File: config.mk
export PLATFORM = sky130hd
export DESIGN_NAME = halt_ctrl
export DESIGN_NICKNAME = d
export VERILOG_FILES = /design/src/rtl/npc_pkg.sv /design/src/rtl/wdog_cnt.sv /design/src/rtl/halt_ctrl.sv
export SDC_FILE = /design/constraint.sdc
export NUM_CORES = 1
export LEC_CHECK = 0
export CAP_MARGIN = 20
export CORE_UTILIZATION = 44
export DETAILED_ROUTE_END_ITERATION = 16
export GPL_ROUTABILITY_DRIVEN = 0
export PLACE_DENSITY_LB_ADDON = 0.1
export SYNTH_ARGS = -nofsm -noshare
export SYNTH_HDL_FRONTEND = slang
export SYNTH_SLANG_ARGS = --single-unit
File: constraint.sdc
create_clock -name clk -period 1.9 [get_ports clk]
set_input_delay 0.38 -clock clk [delete_from_list [all_inputs] [get_ports clk]]
set_output_delay 0.38 -clock clk [all_outputs]
set_load 0.02 [all_outputs]
File: src/rtl/npc_pkg.sv
// rtl/npc_pkg.sv - shared state encoding, trap codes and ebreak constant for halt_ctrl
package npc_pkg;

  localparam logic [1:0] ST_RUN    = 2'd0;
  localparam logic [1:0] ST_DRAIN  = 2'd1;
  localparam logic [1:0] ST_HALTED = 2'd2;

  typedef enum logic [1:0] {
    S_RUN    = ST_RUN,
    S_DRAIN  = ST_DRAIN,
    S_HALTED = ST_HALTED
  } state_t;

  localparam logic [1:0] TRAP_NONE    = 2'b00;
  localparam logic [1:0] TRAP_GOOD    = 2'b01;
  localparam logic [1:0] TRAP_BAD     = 2'b10;
  localparam logic [1:0] TRAP_TIMEOUT = 2'b11;

  localparam logic [31:0] EBREAK_INST = 32'h00100073;

  // A bad flag always wins; otherwise an ebreak reports pass/fail through a0.
  function automatic logic [1:0] trap_classify(input logic bad, input logic [31:0] a0);
    if (bad)
      return TRAP_BAD;
    else if (a0 == 32'd0)
      return TRAP_GOOD;
    else
      return TRAP_BAD;
  endfunction

endpackage

File: src/rtl/wdog_cnt.sv
// rtl/wdog_cnt.sv - clearable, enabled watchdog with terminal-count expire
module wdog_cnt #(
  parameter logic [31:0] LIMIT = 32'd4096
) (
  input  logic clk,
  input  logic rst,
  input  logic en,
  input  logic clr,
  output logic expire
);

  logic [31:0] cnt;

  // A clear in the terminal cycle suppresses the expire.
  assign expire = en && !clr && (cnt == LIMIT - 32'd1);

  always_ff @(posedge clk) begin
    if (rst)
      cnt <= 32'd0;
    else if (en) begin
      if (clr || expire)
        cnt <= 32'd0;
      else
        cnt <= cnt + 32'd1;
    end
  end

endmodule

File: src/rtl/halt_ctrl.sv
// rtl/halt_ctrl.sv - retire monitor that traps on ebreak/bad/timeout, drains, then halts
module halt_ctrl
  import npc_pkg::*;
#(
  parameter logic [31:0] WDOG_LIMIT   = 32'd4096,
  parameter int unsigned DRAIN_CYCLES = 2
) (
  input  logic        clk,
  input  logic        rst,
  input  logic        retire_valid,
  input  logic [31:0] retire_inst,
  input  logic [31:0] retire_pc,
  input  logic [31:0] a0_value,
  input  logic        illegal_inst,
  input  logic        overflow,
  output logic        stall,
  output logic        halted,
  output logic [1:0]  trap_code,
  output logic [31:0] halt_pc,
  output logic [31:0] cycle_cnt,
  output logic [31:0] instret_cnt
);

  localparam logic [3:0] DRAIN_LAST = 4'(DRAIN_CYCLES - 1);

  state_t      state, state_nxt;
  logic [3:0]  drain_cnt;
  logic [31:0] last_pc;
  logic        in_run, bad, is_ebreak, trap_ev, timeout;

  assign in_run    = (state == S_RUN);
  assign bad       = illegal_inst || overflow;
  assign is_ebreak = (retire_inst == EBREAK_INST);
  assign trap_ev   = in_run && retire_valid && (bad || is_ebreak);
  assign stall     = !in_run;
  assign halted    = (state == S_HALTED);

  wdog_cnt #(.LIMIT(WDOG_LIMIT)) u_wdog (
    .clk    (clk),
    .rst    (rst),
    .en     (in_run),
    .clr    (retire_valid),
    .expire (timeout)
  );

  always_ff @(posedge clk) begin
    if (rst)
      state <= S_RUN;
    else
      state <= state_nxt;
  end

  always_comb begin
    state_nxt = state;
    case (state)
      S_RUN:    if (trap_ev || timeout) state_nxt = S_DRAIN;
      S_DRAIN:  if (drain_cnt == DRAIN_LAST) state_nxt = S_HALTED;
      S_HALTED: state_nxt = S_HALTED;
      default:  state_nxt = S_RUN;
    endcase
  end

  // Capture and counters only move in RUN, so the first trap is the one kept.
  always_ff @(posedge clk) begin
    if (rst) begin
      trap_code   <= TRAP_NONE;
      halt_pc     <= 32'd0;
      cycle_cnt   <= 32'd0;
      instret_cnt <= 32'd0;
      last_pc     <= 32'd0;
      drain_cnt   <= 4'd0;
    end else if (in_run) begin
      cycle_cnt <= cycle_cnt + 32'd1;
      drain_cnt <= 4'd0;
      if (retire_valid) begin
        instret_cnt <= instret_cnt + 32'd1;
        last_pc     <= retire_pc;
      end
      if (trap_ev) begin
        halt_pc   <= retire_pc;
        trap_code <= trap_classify(bad, a0_value);
      end else if (timeout) begin
        halt_pc   <= last_pc;
        trap_code <= TRAP_TIMEOUT;
      end
    end else if (state == S_DRAIN) begin
      drain_cnt <= drain_cnt + 4'd1;
    end
  end

endmodule

==> qor.csv, run 1 <==
metric,value,unit
final routed DRC violation total,0,
via count,7661,
final hold vios,0,
crit path launch type,flip-flop,
CP Data Arrival Time,2270,ps
Synth Area in XOR/XNOR,9.23,%
violated checks,setup timing,
Synth area leader,dfxtp_1,
TritonCTS clock tree,yes,
drt first pass iters,5,
#FFs+latches synth,168,
Worst-path clk slew,60,ps
Peak VDD IR,0.000802,V
clock insertion delay at the later pin of the skew report,430,ps
Pleak,4.55,nW
number of I/O pins,201,
Post-synth top flop,dfxtp_1,
fin crit share,103,%
H-tree levels,4,
Starting Density,45.2,%
area share of the largest cell type after synthesis,44.9,%
DP Cell Count,1373,
vias in the first global route,7122,
crit-path leading delay family,simple AND/OR/NAND/NOR gates,
GRT Total Usage,24.4,%
Final #Nets,1295,
Post-synth EDFFs,0,
final setup violation count,51,
crit-path max cell delay,540,ps
crit path time final,1960,ps
worst path cell trace,"or4_4, nor3_4, buf_6, buf_6, a31oi_4, o21bai_4, clkbuf_16, nor2_1",
row cnt,47,
post-synth cell types,47,
share of cells above drive strength 1,19.5,%
final cell count without fillers,1418,
cell area after layout,0.0117,mm^2
"Slowest-stage cell, CP",or4_4,
Synth area leaders,"dfxtp_1 (45%), nand2_1 (7.1%), xor2_1 (4.8%), nor2_1 (4.6%), a21oi_1 (4.5%)",
core footprint,0.0166,mm^2
Setup crit end kind,flip-flop,
Slew @ Worst Pin,493,ps
status,"complete, but fails checks",
final setup margin,-55.5,ps
clock sinks,168,
WP buf/inv,3,
Max-Cap Viols,0,
post-route ant nets,0,
post-synthesis instance total,900,
post-synthesis mux area share,0.401,%
syn avg cell area,8.33,um^2
WP data required,2210,ps
CTS hold repair buffers,0,
Hold Slack,334,ps
initial antenna violation count,0,
CTS root buf,clkbuf_16,
top-count cell post-synth,dfxtp_1,
yosys warns,0,
f_max,0.511,GHz
Pwr Density,918,mW/mm^2
share of the yosys chip area belonging to registers,44.9,%
Syn Std Cell Area,0.00750,mm^2
Pins Over Slew Limit,0,
Synth Area in Adders,1.50,%
DP Area,0.0105,mm^2
Slew HR,67.1,%
total CTS buffers,17,
wire per inst,15.7,um
Async SR Flop Fraction,0,%
Die W,133,um
Routed WL,22.3,mm
n_diodes,0,
simple-gate area share of the yosys netlist,28.3,%
Die Y,133,um
hold crit path type,input port to flip-flop,
DR iter-0 viols,419,
first-pass GRT wire length,34.7,mm
Max clock buf depth,2,
cell mode on critical path,buf_6,
Commonest cells post-synth,"dfxtp_1 (168), nand2_1 (142), nor2_1 (92)",
largest family of logic cells by synthesized area,simple AND/OR/NAND/NOR gates,
Worst Skew,10.8,ps
CP Max Fanout,8,
vias per cell,5.40,
pin count of the biggest net entering global routing,59,
grt total ovfl,0,
Die ar.,0.0176,mm^2
post-synthesis compound-gate area fraction,11.8,%
Area Overhead vs Synth,55.6,%
RSZ-0062 raised after global routing,true,
Setup CP Type,flip-flop to flip-flop,
syn nets,1010,
Detail Placement HPWL,14.7,mm
Port Buffer Count,200,
-- cell families after synthesis --
family / after synthesis
AND/OR/NAND/NOR: 432
adder cells (fa/ha/maj): 9
flip-flops: 168
buffers and inverters: 71
AO/OA/AOI/OAI: 138
multiplexers: 3
XOR/XNOR: 79
-- power by group --
group	internal (mW)	total [mW]	switching, mW	leakage (nW)
clock network	2.17	3.60	1.43	0.299
logic	1.45	2.97	1.52	2.88
registers	3.90	4.13	0.236	1.37
total	7.52	10.7	3.18	4.55
-- layout by cell type (no fill, tap or decap), drive strengths merged, types with 11 or more instances in the layout --
cell           synthesis  routed
xor2                  41      41
clkbuf                40      24
inv                   15      15
nor4                  34      34
o21ai                 11      11
and4                  12      12
xnor2                 38      38
nor2                  92      92
and3                  11      11
nand4                 33      33
dfxtp                168     168
a2bb2oi               14      14
dlygate4sd2            0      14
a21oi                 67      67
a311oi                18      18
or3                   14      14
clkdlybuf4s50          0     169
nand2                143     143
o211ai                14      14
nor3                  38      38
dlymetal6s2s           0      15
buf                   16     121
nand3                 30      30
-- layer usage --
metal / GRT usage (%) / vias up / share of wire [%]
met5: 0 / - / 0
met4: 6.70 / 0 / 1.5
met3: 4.98 / 26 / 5.0
met2: 42.3 / 232 / 50
met1: 30.7 / 3657 / 43
li1: - / 3746 / -
-- area by class of cell --
cell class | count | area (um^2)
fillers | 1361 | 4920
multi-input cells | 661 | 4150
inverters | 15 | 56.3
repair buffers | 322 | 3180
flip-flops and latches | 168 | 3390
clock buffers | 21 | 470
well taps | 220 | 275
clock inverters | 11 | 146
-- repair_timing --
action,4_1_cts,5_1_grt
pin swaps,18,36
hold endpoints to repair,0,0
setup buffers,3,5
setup endpoints to repair,49,105
resized for setup,35,75
cloned,2,4
-- path summary, 6_finish.rpt --
| path | startpoint | end | slack, ps | cells past startpoint |
|---|---|---|---|---|
| hold reg to reg | last_pc[19] | last_pc[19] | 460 | 2 |
| setup / recovery | u_wdog.cnt[13] | u_wdog.cnt[3] | -60 | 8 |
| hold / removal | rst | cycle_cnt[28] | 330 | 2 |
| setup reg to reg | u_wdog.cnt[13] | u_wdog.cnt[3] | -60 | 8 |
-- state kept, by name, indices dropped and copies added (netlist names) --
signal       flops
drain_cnt        4
trap_code        2
halt_pc         32
instret_cnt     32
cycle_cnt       32
u_wdog.cnt      32
last_pc         32
state            2
-- metrics by stage --
step	total power [mW]	util, %	setup TNS (ps)	worst slack (ps)
finish	10.7	70.3	-1260	-55.5
floorplan	5.59	-	-360	-90.2
global route	11.2	70.3	-5450	-134
CTS	10.6	67.8	-32.8	-5.84
global placement	6.97	63.6	-33670	-570
detailed placement	7.01	63.6	-35440	-603
Note: power is estimated with default switching activity, not from simulation.
==> run 2: changes to the inputs <==
- SKIP_LAST_GASP: not set -> 1
- SLEW_MARGIN: not set -> 5
==> qor.csv, run 2 (synthesized netlist as in run 1, its figures left out) <==
metric,value,unit,change
initial antenna violation count,0,,unchanged
drt first pass iters,5,,unchanged
post-route ant nets,0,,unchanged
final routed DRC violation total,0,,unchanged
Worst Skew,9.93,ps,-0.827 ps
CTS root buf,clkbuf_16,,
CP Max Fanout,8,,unchanged
Max-Cap Viols,0,,unchanged
WP data required,2220,ps,about the same
first-pass GRT wire length,34.7,mm,about the same
RSZ-0062 raised after global routing,true,,
final cell count without fillers,1421,,+0.21%
Filler cells,1328,,-2.4%
Pins Over Slew Limit,0,,unchanged
Worst-path clk slew,60,ps,about the same
Die Y,133,um,unchanged
n_diodes,0,,unchanged
final hold vios,0,,unchanged
vias per cell,5.46,,+1.1%
H-tree levels,4,,unchanged
"commonest non-fill, non-tap cell in the layout",clkdlybuf4s50_1,,
crit path time final,1970,ps,+18.1 ps
Hold Slack,329,ps,-4.26 ps
final setup violation count,59,,+16%
crit path launch type,flip-flop,,
row cnt,47,,unchanged
"commonest non-fill, non-tap cells in the layout","clkdlybuf4s50_1 (169), dfxtp_1 (152), nand2_1 (129), buf_4 (97), nor2_1 (66)",,
DP Cell Count,1373,,unchanged
Peak VDD IR,0.000813,V,+1.3%
Setup crit end kind,flip-flop,,
DR iter-0 viols,524,,+25%
grt total ovfl,0,,unchanged
Pleak,4.67,nW,+2.7%
f_max,0.507,GHz,-0.92%
TritonCTS clock tree,yes,,
wire per inst,16.0,um,+2.0%
violated checks,setup timing,,
worst path cell trace,"or4_4, nor3_4, buf_6, buf_6, a31oi_4, o21bai_2, buf_6, clkbuf_16, nor2_1",,
Final Util,71.6,%,+1.3 points
hold crit path type,input port to flip-flop,,
core footprint,0.0166,mm^2,unchanged
vias in the first global route,7121,,-0.014%
GRT Total Usage,24.4,%,about the same
crit-path max cell delay,540,ps,about the same
Max clock buf depth,2,,unchanged
final setup margin,-73.6,ps,-18.1 ps
clock insertion delay at the later pin of the skew report,430,ps,about the same
Setup CP Type,flip-flop to flip-flop,,
Die ar.,0.0176,mm^2,unchanged
Detail Placement HPWL,14.7,mm,unchanged
clock sinks,168,,unchanged
status,"complete, but fails checks",,
Slew @ Worst Pin,449,ps,-44.1 ps
cell mode on critical path,buf_6,,
Slew HR,70.0,%,+3.0 points
Routed WL,22.8,mm,+2.2%
number of I/O pins,201,,unchanged
Final #Nets,1298,,+0.23%
share of cells above drive strength 1,22.0,%,+2.4 points
pin count of the biggest net entering global routing,59,,unchanged
total CTS buffers,17,,unchanged
Starting Density,45.2,%,unchanged
fin crit share,104,%,+0.96 points
"Slowest-stage cell, CP",or4_4,,
Pwr Density,910,mW/mm^2,-0.82%
via count,7765,,+1.4%
Die W,133,um,unchanged
Area Overhead vs Synth,58.5,%,
Port Buffer Count,200,,unchanged
CP Data Arrival Time,2290,ps,+20 ps
[run 2: worst max-delay path: cells and delay by family, from the launching register on]
| family | cells | cell delay [ps] |
|---|---|---|
| and+or+nand+nor | 3 | 760 |
| buffers and inverters | 4 | 560 |
| DFF | 1 | 320 |
| AOI/OAI and AO/OA | 2 | 200 |
[run 2: final cells by class]
cell class                      instances  area (um^2)  area share [%]
Inverter                               15         56.3           0.474
Tap cell                              220          275            2.32
Sequential cell                       168         3390            28.5
Multi-Input combinational cell        661         4320            36.4
Clock inverter                         11          146            1.23
Clock buffer                           21          470            3.96
Timing Repair Buffer                  325         3230            27.1
[run 2: layer usage]
metal / GRT usage [%] / vias to the layer above / share of wire, %
met1: 30.7 / 3722 / 43
li1: - / 3770 / -
met2: 42.2 / 239 / 50
met3: 4.98 / 34 / 5.2
met5: 0 / - / 0
met4: 6.70 / 0 / 1.7
[run 2: through the flow]
step / power [mW] / area, um^2 / setup slack, ps / setup TNS [ps]
after CTS: 10.6 / 11200 / -130 / -481
after floorplan: 5.59 / 7570 / -90.2 / -360
after global routing: 11.3 / 11900 / -173 / -7070
after global placement: 6.97 / 10500 / -570 / -33670
final: 10.8 / 11900 / -73.6 / -1940
after detailed placement: 7.01 / 10500 / -603 / -35440
[run 2: path summary, 6_finish.rpt]
check / start / end / slack [ps] / depth (start not counted)
worst min-delay path: rst / instret_cnt[8] / 330 / 2
worst max register to register: u_wdog.cnt[13] / u_wdog.cnt[2] / -70 / 9
worst max-delay path: u_wdog.cnt[13] / u_wdog.cnt[2] / -70 / 9
worst min register to register: last_pc[16] / last_pc[16] / 460 / 2
[run 2: where the power goes]
part / switching, mW / leakage, nW / internal [mW]
Clock: 1.44 / 0.299 / 2.17
Sequential: 0.249 / 1.37 / 3.90
Combinational: 1.57 / 3.00 / 1.49
Total: 3.26 / 4.67 / 7.56
[run 2: repair_timing]
action	CTS	global route
cloned	2	6
buffers inserted	3	6
pin swaps	3	58
hold buffers	0	0
resized for setup	29	130
endpoints found under the setup margin	49	105
